File: src/rtl/seq_divider_32_pkg.sv
// Shared ALU definitions: opcode constants for the divide/modulo operations and the
// state encoding of the sequential divider.
package seq_divider_32_pkg;

  localparam int DIV_WIDTH = 32;

  // ALU opcodes whose results come from the divider
  localparam logic [3:0] ALU_OP_DIV = 4'hA;
  localparam logic [3:0] ALU_OP_MOD = 4'hB;

  typedef enum logic [1:0] {
    DIV_IDLE = 2'b00,
    DIV_RUN  = 2'b01,
    DIV_FIN  = 2'b10
  } div_state_e;

endpackage : seq_divider_32_pkg

File: src/rtl/seq_divider_32_div_step.sv
// One restoring-division step: shifts the next dividend bit into the partial remainder,
// trial-subtracts the divisor with a bit-level ripple subtractor, and keeps or restores.
module seq_divider_32_div_step #(
  parameter int WIDTH = 32
) (
  input  logic [WIDTH-1:0] r,
  input  logic             q_msb,
  input  logic [WIDTH-1:0] d,
  output logic [WIDTH-1:0] r_next,
  output logic             q_bit
);

  logic [WIDTH:0]   t;
  logic [WIDTH-1:0] diff;
  logic             borrow;
  logic             t_ge_d;

  // NOTE: every signal driven here gets a default at the top of the block; a path that
  // left one unassigned would infer a latch instead of combinational logic.
  always_comb begin
    t      = {r, q_msb};
    diff   = '0;
    borrow = 1'b0;
    for (int i = 0; i < WIDTH; i++) begin
      diff[i] = t[i] ^ d[i] ^ borrow;
      borrow  = (~t[i] & d[i]) | (~(t[i] ^ d[i]) & borrow);
    end
    // The divisor's top bit is an implicit 0, so only t[WIDTH] can absorb the last borrow.
    t_ge_d = t[WIDTH] | ~borrow;
    q_bit  = t_ge_d;
    r_next = t_ge_d ? diff : t[WIDTH-1:0];
  end

endmodule : seq_divider_32_div_step

File: src/rtl/seq_divider_32.sv
// Multi-cycle unsigned restoring divider: one quotient bit per clock, start/done handshake,
// quotient and remainder held until the next operation completes.
module seq_divider_32
  import seq_divider_32_pkg::*;
#(
  parameter int WIDTH = DIV_WIDTH
) (
  input  logic             clk,
  input  logic             rst_n,
  input  logic             start,
  input  logic [WIDTH-1:0] dividend,
  input  logic [WIDTH-1:0] divisor,
  output logic             busy,
  output logic             done,
  output logic [WIDTH-1:0] quotient,
  output logic [WIDTH-1:0] remainder,
  output logic             div_by_zero
);

  localparam int CW = $clog2(WIDTH);
  localparam logic [CW-1:0] LAST_STEP = CW'(WIDTH - 1);

  div_state_e       state, state_next;
  logic [WIDTH-1:0] r_reg, q_reg, d_reg;
  logic [CW-1:0]    count;
  logic             accept;
  logic [WIDTH-1:0] r_next;
  logic             q_bit;
  logic [WIDTH-1:0] q_next;

  seq_divider_32_div_step #(
    .WIDTH (WIDTH)
  ) u_div_step (
    .r      (r_reg),
    .q_msb  (q_reg[WIDTH-1]),
    .d      (d_reg),
    .r_next (r_next),
    .q_bit  (q_bit)
  );

  assign q_next = {q_reg[WIDTH-2:0], q_bit};

  // A zero divisor bypasses RUN; FIN accepts a new start so operations can run back to back.
  always_comb begin
    state_next = state;
    accept     = 1'b0;
    unique case (state)
      DIV_IDLE, DIV_FIN: begin
        if (start) begin
          accept     = 1'b1;
          state_next = (divisor == '0) ? DIV_FIN : DIV_RUN;
        end else begin
          state_next = DIV_IDLE;
        end
      end
      DIV_RUN: begin
        if (count == LAST_STEP) state_next = DIV_FIN;
      end
      default: state_next = DIV_IDLE;
    endcase
  end

  // NOTE: state registers use non-blocking assignments so every register samples the
  // pre-edge values, independent of statement order.
  always_ff @(posedge clk or negedge rst_n) begin
    if (!rst_n) begin
      state       <= DIV_IDLE;
      r_reg       <= '0;
      q_reg       <= '0;
      d_reg       <= '0;
      count       <= '0;
      quotient    <= '0;
      remainder   <= '0;
      div_by_zero <= 1'b0;
    end else begin
      state <= state_next;
      if (accept) begin
        r_reg       <= '0;
        q_reg       <= dividend;
        d_reg       <= divisor;
        count       <= '0;
        div_by_zero <= (divisor == '0);
        if (divisor == '0) begin
          quotient  <= '1;
          remainder <= dividend;
        end
      end else if (state == DIV_RUN) begin
        r_reg <= r_next;
        q_reg <= q_next;
        count <= count + 1'b1;
        if (count == LAST_STEP) begin
          quotient  <= q_next;
          remainder <= r_next;
        end
      end
    end
  end

  assign busy = (state == DIV_RUN);
  assign done = (state == DIV_FIN);

endmodule : seq_divider_32

File: config.mk
export PLATFORM = sky130hd
export DESIGN_NAME = seq_divider_32
export DESIGN_NICKNAME = d
export VERILOG_FILES = /design/src/rtl/seq_divider_32_pkg.sv /design/src/rtl/seq_divider_32_div_step.sv /design/src/rtl/seq_divider_32.sv
export SDC_FILE = /design/constraint.sdc
export NUM_CORES = 1
export LEC_CHECK = 0
export ABC_AREA = 1
export BUFFER_PORTS_ARGS = -buffer_cell sky130_fd_sc_hd__buf_2
export CORE_MARGIN = 2
export CORE_UTILIZATION = 39
export CTS_CLUSTER_DIAMETER = 200
export DETAILED_ROUTE_END_ITERATION = 6
export GPL_TIMING_DRIVEN = 0
export PLACE_DENSITY_LB_ADDON = 0.3
export SYNTH_ARGS = -nofsm -noshare
export SYNTH_HDL_FRONTEND = slang
export SYNTH_SLANG_ARGS = --single-unit
File: constraint.sdc
create_clock -name clk -period 26.5 [get_ports clk]
set_input_delay 0 -clock clk [delete_from_list [all_inputs] [get_ports clk]]
set_output_delay 0 -clock clk [all_outputs]
set_load 0.03 [all_outputs]
# After elaboration in Yosys (flattened, before gate mapping)
# Index checks and enable logic that the tools add are counted.
# op_classes
addsub	1
n_eq_ne	5
muxes	21
bitwise	222
n_reduce_logical	6
# op_table
op	count
2-to-1 mux 32 bit	13
NOT 1 bit	64
bitwise AND 1 bit	63
bitwise XOR 1 bit	63
logical NOT 32 bit	1
OR 1 bit	32
2-to-1 mux 5 bit	2
2-to-1 mux 2 bit	3
adder 5 x 1 -> 5 bit, second input constant	1
== test 5 bit, second input constant	1
inequality test 2 x 1 -> 1 bit, second input constant	2
case mux 2 bit (2 select lines)	1
nonzero test 2 bit	2
AND reduction 3 bit	1
== test 2 x 1 -> 1 bit, second input constant	1
== test 2 bit, second input constant	1
logical NOT 2 bit	1
2-to-1 mux 1 bit	2
OR reduction 2 bit	1
# totals
regBits	168
in_bits	67
output_inout_bits	67
elab_cells	263

# Logic depth before layout (Yosys ltp)
# depth
depth_word	70
mapped_depth	44
ltp_nobuf	42

# Modules after synthesis
# Synthesis repeated with hierarchy kept, for this count alone.
# hier_totals
cells_unflattened	1036
area_unflattened_um2	8857.2
# modules_own_cells
module	n_inst	cells_each	area_each_um2	seq_area_each_um2
seq_divider_32	1	832	7485.9	4204.0
seq_divider_32_div_step	1	204	1371.3	0.0

# Worst setup path after synthesis
# No wires, ideal clock.
# synth_timing
kind	register -> register
startpoint	register q_reg[31]
endpoint	register r_reg[22]
setup_ns	0.132
arrival_ns	12.729
required_ns	26.368
setup_slack_ns	13.639
path_stages_with_launch	45
n_path_buf	2
period_less_slack_ns	12.861
path_cell_list	dfrtp_1 inv_1 ha_1 inv_1 fa_1 fa_1 fa_1 fa_1 fa_1 fa_1 fa_1 fa_1 fa_1 fa_1 fa_1 fa_1 fa_1 fa_1 (+9 left out) fa_1 fa_1 fa_1 fa_1 fa_1 fa_1 inv_1 fa_1 fa_1 nand2_1 nand2_2 inv_2 buf_4 buf_4 nand2_1 o21ai_0 nand2_1 o21ai_0
# synth_via
elab_chain_len	69
elab_cells_between_ends	70
classes_between	mux (3); bitwise (67)
# synth_lines
element	line_no	rtl
start, declared	seq_divider_32.sv:24	logic [WIDTH-1:0] r_reg, q_reg, d_reg;
start signal, assigned	seq_divider_32.sv:79	q_reg <= dividend;
start signal, assigned	seq_divider_32.sv:89	q_reg <= q_next;
NOT 1 bit (*)	seq_divider_32_div_step.sv:26	borrow = (~t[i] & d[i]) | (~(t[i] ^ d[i]) & borrow);
bitwise AND 1 bit (*) (2 in a row)	seq_divider_32_div_step.sv:26	
OR 1 bit (*)	seq_divider_32_div_step.sv:26	
bitwise AND 1 bit (*)	seq_divider_32_div_step.sv:26	
OR 1 bit (*)	seq_divider_32_div_step.sv:26	
bitwise AND 1 bit (*)	seq_divider_32_div_step.sv:26	
OR 1 bit (*)	seq_divider_32_div_step.sv:26	
bitwise AND 1 bit (*)	seq_divider_32_div_step.sv:26	
(+52 left out)	n/a	
OR 1 bit	seq_divider_32_div_step.sv:26	
bitwise AND 1 bit	seq_divider_32_div_step.sv:26	
OR 1 bit	seq_divider_32_div_step.sv:26	
NOT 1 bit	seq_divider_32_div_step.sv:29	t_ge_d = t[WIDTH] | ~borrow;
OR 1 bit	seq_divider_32_div_step.sv:29	
2-to-1 mux 32 bit (*)	seq_divider_32_div_step.sv:31	r_next = t_ge_d ? diff : t[WIDTH-1:0];
2-to-1 mux 32 bit (*)	seq_divider_32.sv:87	end else if (state == DIV_RUN) begin
2-to-1 mux 32 bit (*)	seq_divider_32.sv:77	if (accept) begin
end signal, assigned	seq_divider_32.sv:88	r_reg <= r_next;
end, declared	seq_divider_32.sv:24	
# Every way passes the cells marked *; elsewhere a longest branch is shown, timed or not. The select of a mux whose other input is x is not followed.
# A chain may end at the register's enable or synchronous reset.

# Final worst setup path
# layout_timing
startpoint	register q_reg[31]
endpoint	register remainder[29]
# layout_via
elab_chain_len	70
elab_cells_between_ends	71
classes_between	mux (4); bitwise (67)
# layout_lines
element	line_no	rtl
NOT 1 bit (*)	seq_divider_32_div_step.sv:26	
bitwise AND 1 bit (*) (2 in a row)	seq_divider_32_div_step.sv:26	
OR 1 bit (*)	seq_divider_32_div_step.sv:26	
bitwise AND 1 bit (*)	seq_divider_32_div_step.sv:26	
OR 1 bit (*)	seq_divider_32_div_step.sv:26	
bitwise AND 1 bit (*)	seq_divider_32_div_step.sv:26	
OR 1 bit (*)	seq_divider_32_div_step.sv:26	
bitwise AND 1 bit (*)	seq_divider_32_div_step.sv:26	
(+53 left out)	n/a	
bitwise AND 1 bit	seq_divider_32_div_step.sv:26	
OR 1 bit	seq_divider_32_div_step.sv:26	
NOT 1 bit	seq_divider_32_div_step.sv:29	
OR 1 bit	seq_divider_32_div_step.sv:29	
2-to-1 mux 32 bit (*)	seq_divider_32_div_step.sv:31	
2-to-1 mux 32 bit (*)	seq_divider_32.sv:91	if (count == LAST_STEP) begin
2-to-1 mux 32 bit (*)	seq_divider_32.sv:87	
2-to-1 mux 32 bit (*)	seq_divider_32.sv:77	
end signal, assigned	seq_divider_32.sv:85	remainder <= dividend;
end signal, assigned	seq_divider_32.sv:93	remainder <= r_next;
end, declared	seq_divider_32.sv:16	output logic [WIDTH-1:0] remainder,
# Marked as above.

==> flow_summary.json <==
{
  "status": "finished clean",
  "cts-root-buf": "clkbuf_16",
  "layout_common_cells": "nand2_1 (307), dfrtp_1 (168), buf_2 (151), inv_1 (97), o21ai_0 (77)",
  "whs_ns": 0.0695,
  "track_usage_pct": 21.3,
  "finalSetupViolCount": 0,
  "start_util_pct": 40.0,
  "finalClockSkew_ns": 0.0137,
  "fin_tns_setup_ns": 0,
  "synthArstFlopShare_pct": 100,
  "rows": 52,
  "startpoint": "q_reg[31]",
  "cp.arrival_ns": 14.28,
  "grt_util_met1_pct": 28.9,
  "routabilityCongestion": 0.875,
  "drcViolationCount": 0,
  "pwr-share-seq_pct": 30.2,
  "critPathLaunchType": "register",
  "hold_viol": 0,
  "die-area_um2": 22100,
  "slew_viol_final": 0,
  "synth_seq_cells": 168,
  "antennaDiodeCount": 0,
  "drive_above_1_share_pct": 17.9,
  "yosysUniqueCellTypes": 25,
  "crit_top_cell": "fa_1",
  "yosysTopAreaCell": "dfrtp_1",
  "dp.final_hpwl_mm": 16.5,
  "final_util_pct": 51.1,
  "fin_crit_ns": 13.90,
  "clk_latency_ns": 0.43,
  "cts_setup_buffers": 0,
  "avgSynthCellArea_um2": 8.86,
  "powerDensity_nw_per_um2": 136,
  "switching_share_pct": 45.1,
  "dr_total_vias": 6948,
  "clk_path_buf_depth": 2,
  "synth_cells": 922,
  "cts.htree.levels": 4,
  "core_um2": 20400,
  "synth_area_um2": 8170,
  "antenna_found_initial": 0,
  "die_w_um": 149,
  "synthFlopType": "dfrtp_1",
  "numPortBuffers": 133,
  "path_max_fanout": 10,
  "timing.fmax_mhz": 71.9,
  "synth_warnings": 0,
  "vias_per_cell": 4.88,
  "syn_nets": 1023,
  "cp_top_family": "adder cells",
  "grt.met3_usage_pct": 3.43,
  "final_common_cell": "nand2_1",
  "clock_power_share_pct": 17.2,
  "max_slew_margin_pct": 58.0,
  "clock_sinks": 168,
  "post-place-ws_ns": 12.77,
  "crit_slowest_cell": "fa_1",
  "grt_setup_unrepaired": "no",
  "rr_startpoint": "q_reg[31]",
  "crit_buf_inv": 5,
  "synth_top_area_share_pct": 51.5,
  "critPathKind": "reg -> reg",
  "placed_area_um2": 9210,
  "power_mw": 1.42,
  "grt_pass1_vias": 6924,
  "fin_crit_sh_pct": 52.5,
  "final.setup.worst_slack_ns": 12.60,
  "drtIter0Drc": 483,
  "io-pin-count": 134,
  "met2_usage_pct": 33.9,
  "grt_max_degree": 117,
  "ant_nets": 0,
  "placed_cells": 1326,
  "synth.area.top_cells": "dfrtp_1 (51%), nand2_1 (14%), fa_1 (7.6%)",
  "wirelength_mm": 22.6,
  "wl_per_cell_um": 15.9,
  "drv_cap": 0,
  "grt.busiest_layer": "met2",
  "cts_tree": "built",
  "postCtsHoldBufs": 65,
  "max-vdd-ir-drop_mv": 0.0529,
  "tightest_slew_ns": 0.629,
  "die_h_um": 149,
  "ys_seq_area_share_pct": 51.5,
  "p_sw_mw": 0.641,
  "syn_to_final_growth_pct": 27.8,
  "final_area_um2": 10400,
  "grt.overflow.total": 0,
  "regToRegSetupSlack_ns": 12.60,
  "required_ns": 26.87,
  "leakagePower_nw": 5.22,
  "p_int_mw": 0.781,
  "firstDrtPassIters": 5,
  "synth_edf_count": 0,
  "grt_pass1_wl_mm": 36.3,
  "fill_cells": 1960,
  "seqCellArea_um2": 4200,
  "min_path_type": "in -> async",
  "final_net_count": 1241,
  "power_frac_comb_pct": 52.6,
  "max_stage_delay_ns": 0.42,
  "clk_pin_slew_ns": 0.07,
  "cts_made_buffers": 17,
  "cts-resized-gates": 0,
  "cp-end-kind": "register",
  "multi_input_area_um2": 3290,
  "fin_cells": 1423
}
==> worst paths after layout <==
check	to	cells after the start
hold / removal	d_reg[8]	2
max in group asynchronous	quotient[23]	3
setup reg to reg	remainder[29]	42
min in group clk	quotient[27]	6
setup / recovery	remainder[29]	42
hold reg to reg	div_by_zero	2
==> cell type report <==
type                            count  area share, %
Sequential cell                   168           40.3
Inverter                          101           3.63
Clock buffer                       20           4.47
Buffer                             56           2.85
Multi-Input combinational cell    597           31.5
Timing Repair Buffer              199           13.0
Tap cell                          270           3.23
Clock inverter                     12           1.10
==> worst reg2reg max path, delay by kind of cell, from the launching register on <==
family | cells | cell delay (ns)
AND/OR/NAND/NOR | 4 | 0.48
flip-flops | 1 | 0.39
buffers and inverters | 5 | 0.67
adder cells (fa/ha/maj) | 32 | 11.93
AO/OA/AOI/OAI | 1 | 0.33
==> Yosys cell counts (2+ instances only) <==
cell type / count
nand2_1: 307
dfrtp_1: 168
inv_1: 97
o21ai_0: 77
nand3_1: 64
o221ai_1: 35
fa_1: 31
nor2_1: 26
o211ai_1: 24
clkbuf_1: 21
buf_2: 19
o21ai_1: 10
buf_6: 7
buf_1: 6
a22oi_1: 5
nand2_2: 5
inv_2: 4
buf_4: 3
ha_1: 3
o22ai_1: 3
a21oi_1: 2
a22o_1: 2
==> per-layer routing <==
layer	up-vias	wire (µm)
met5	-	0
met4	0	750
met3	49	1040
met2	188	10500
met1	3279	10400
li1	3432	-
==> logic make-up after synthesis <==
| family | synth area share (%) |
|---|---|
| AND/OR/NAND/NOR | 19.9 |
| flip-flops | 51.5 |
| AO/OA/AOI/OAI | 12.3 |
| buffers and inverters | 8.28 |
| adder cells (fa/ha/maj) | 8.06 |
==> power by group through the flow <==
| stage | combinational (mW) | clock [mW] | sequential, mW |
|---|---|---|---|
| finish | 0.748 | 0.245 | 0.429 |
| global placement | 0.719 | 0 | 0.431 |
| floorplan | 0.478 | 0 | 0.491 |
| CTS | 0.748 | 0.249 | 0.429 |
| detailed placement | 0.734 | 0 | 0.433 |
| global route | 0.848 | 0.259 | 0.442 |
Note: power is estimated with default switching activity, not from simulation.
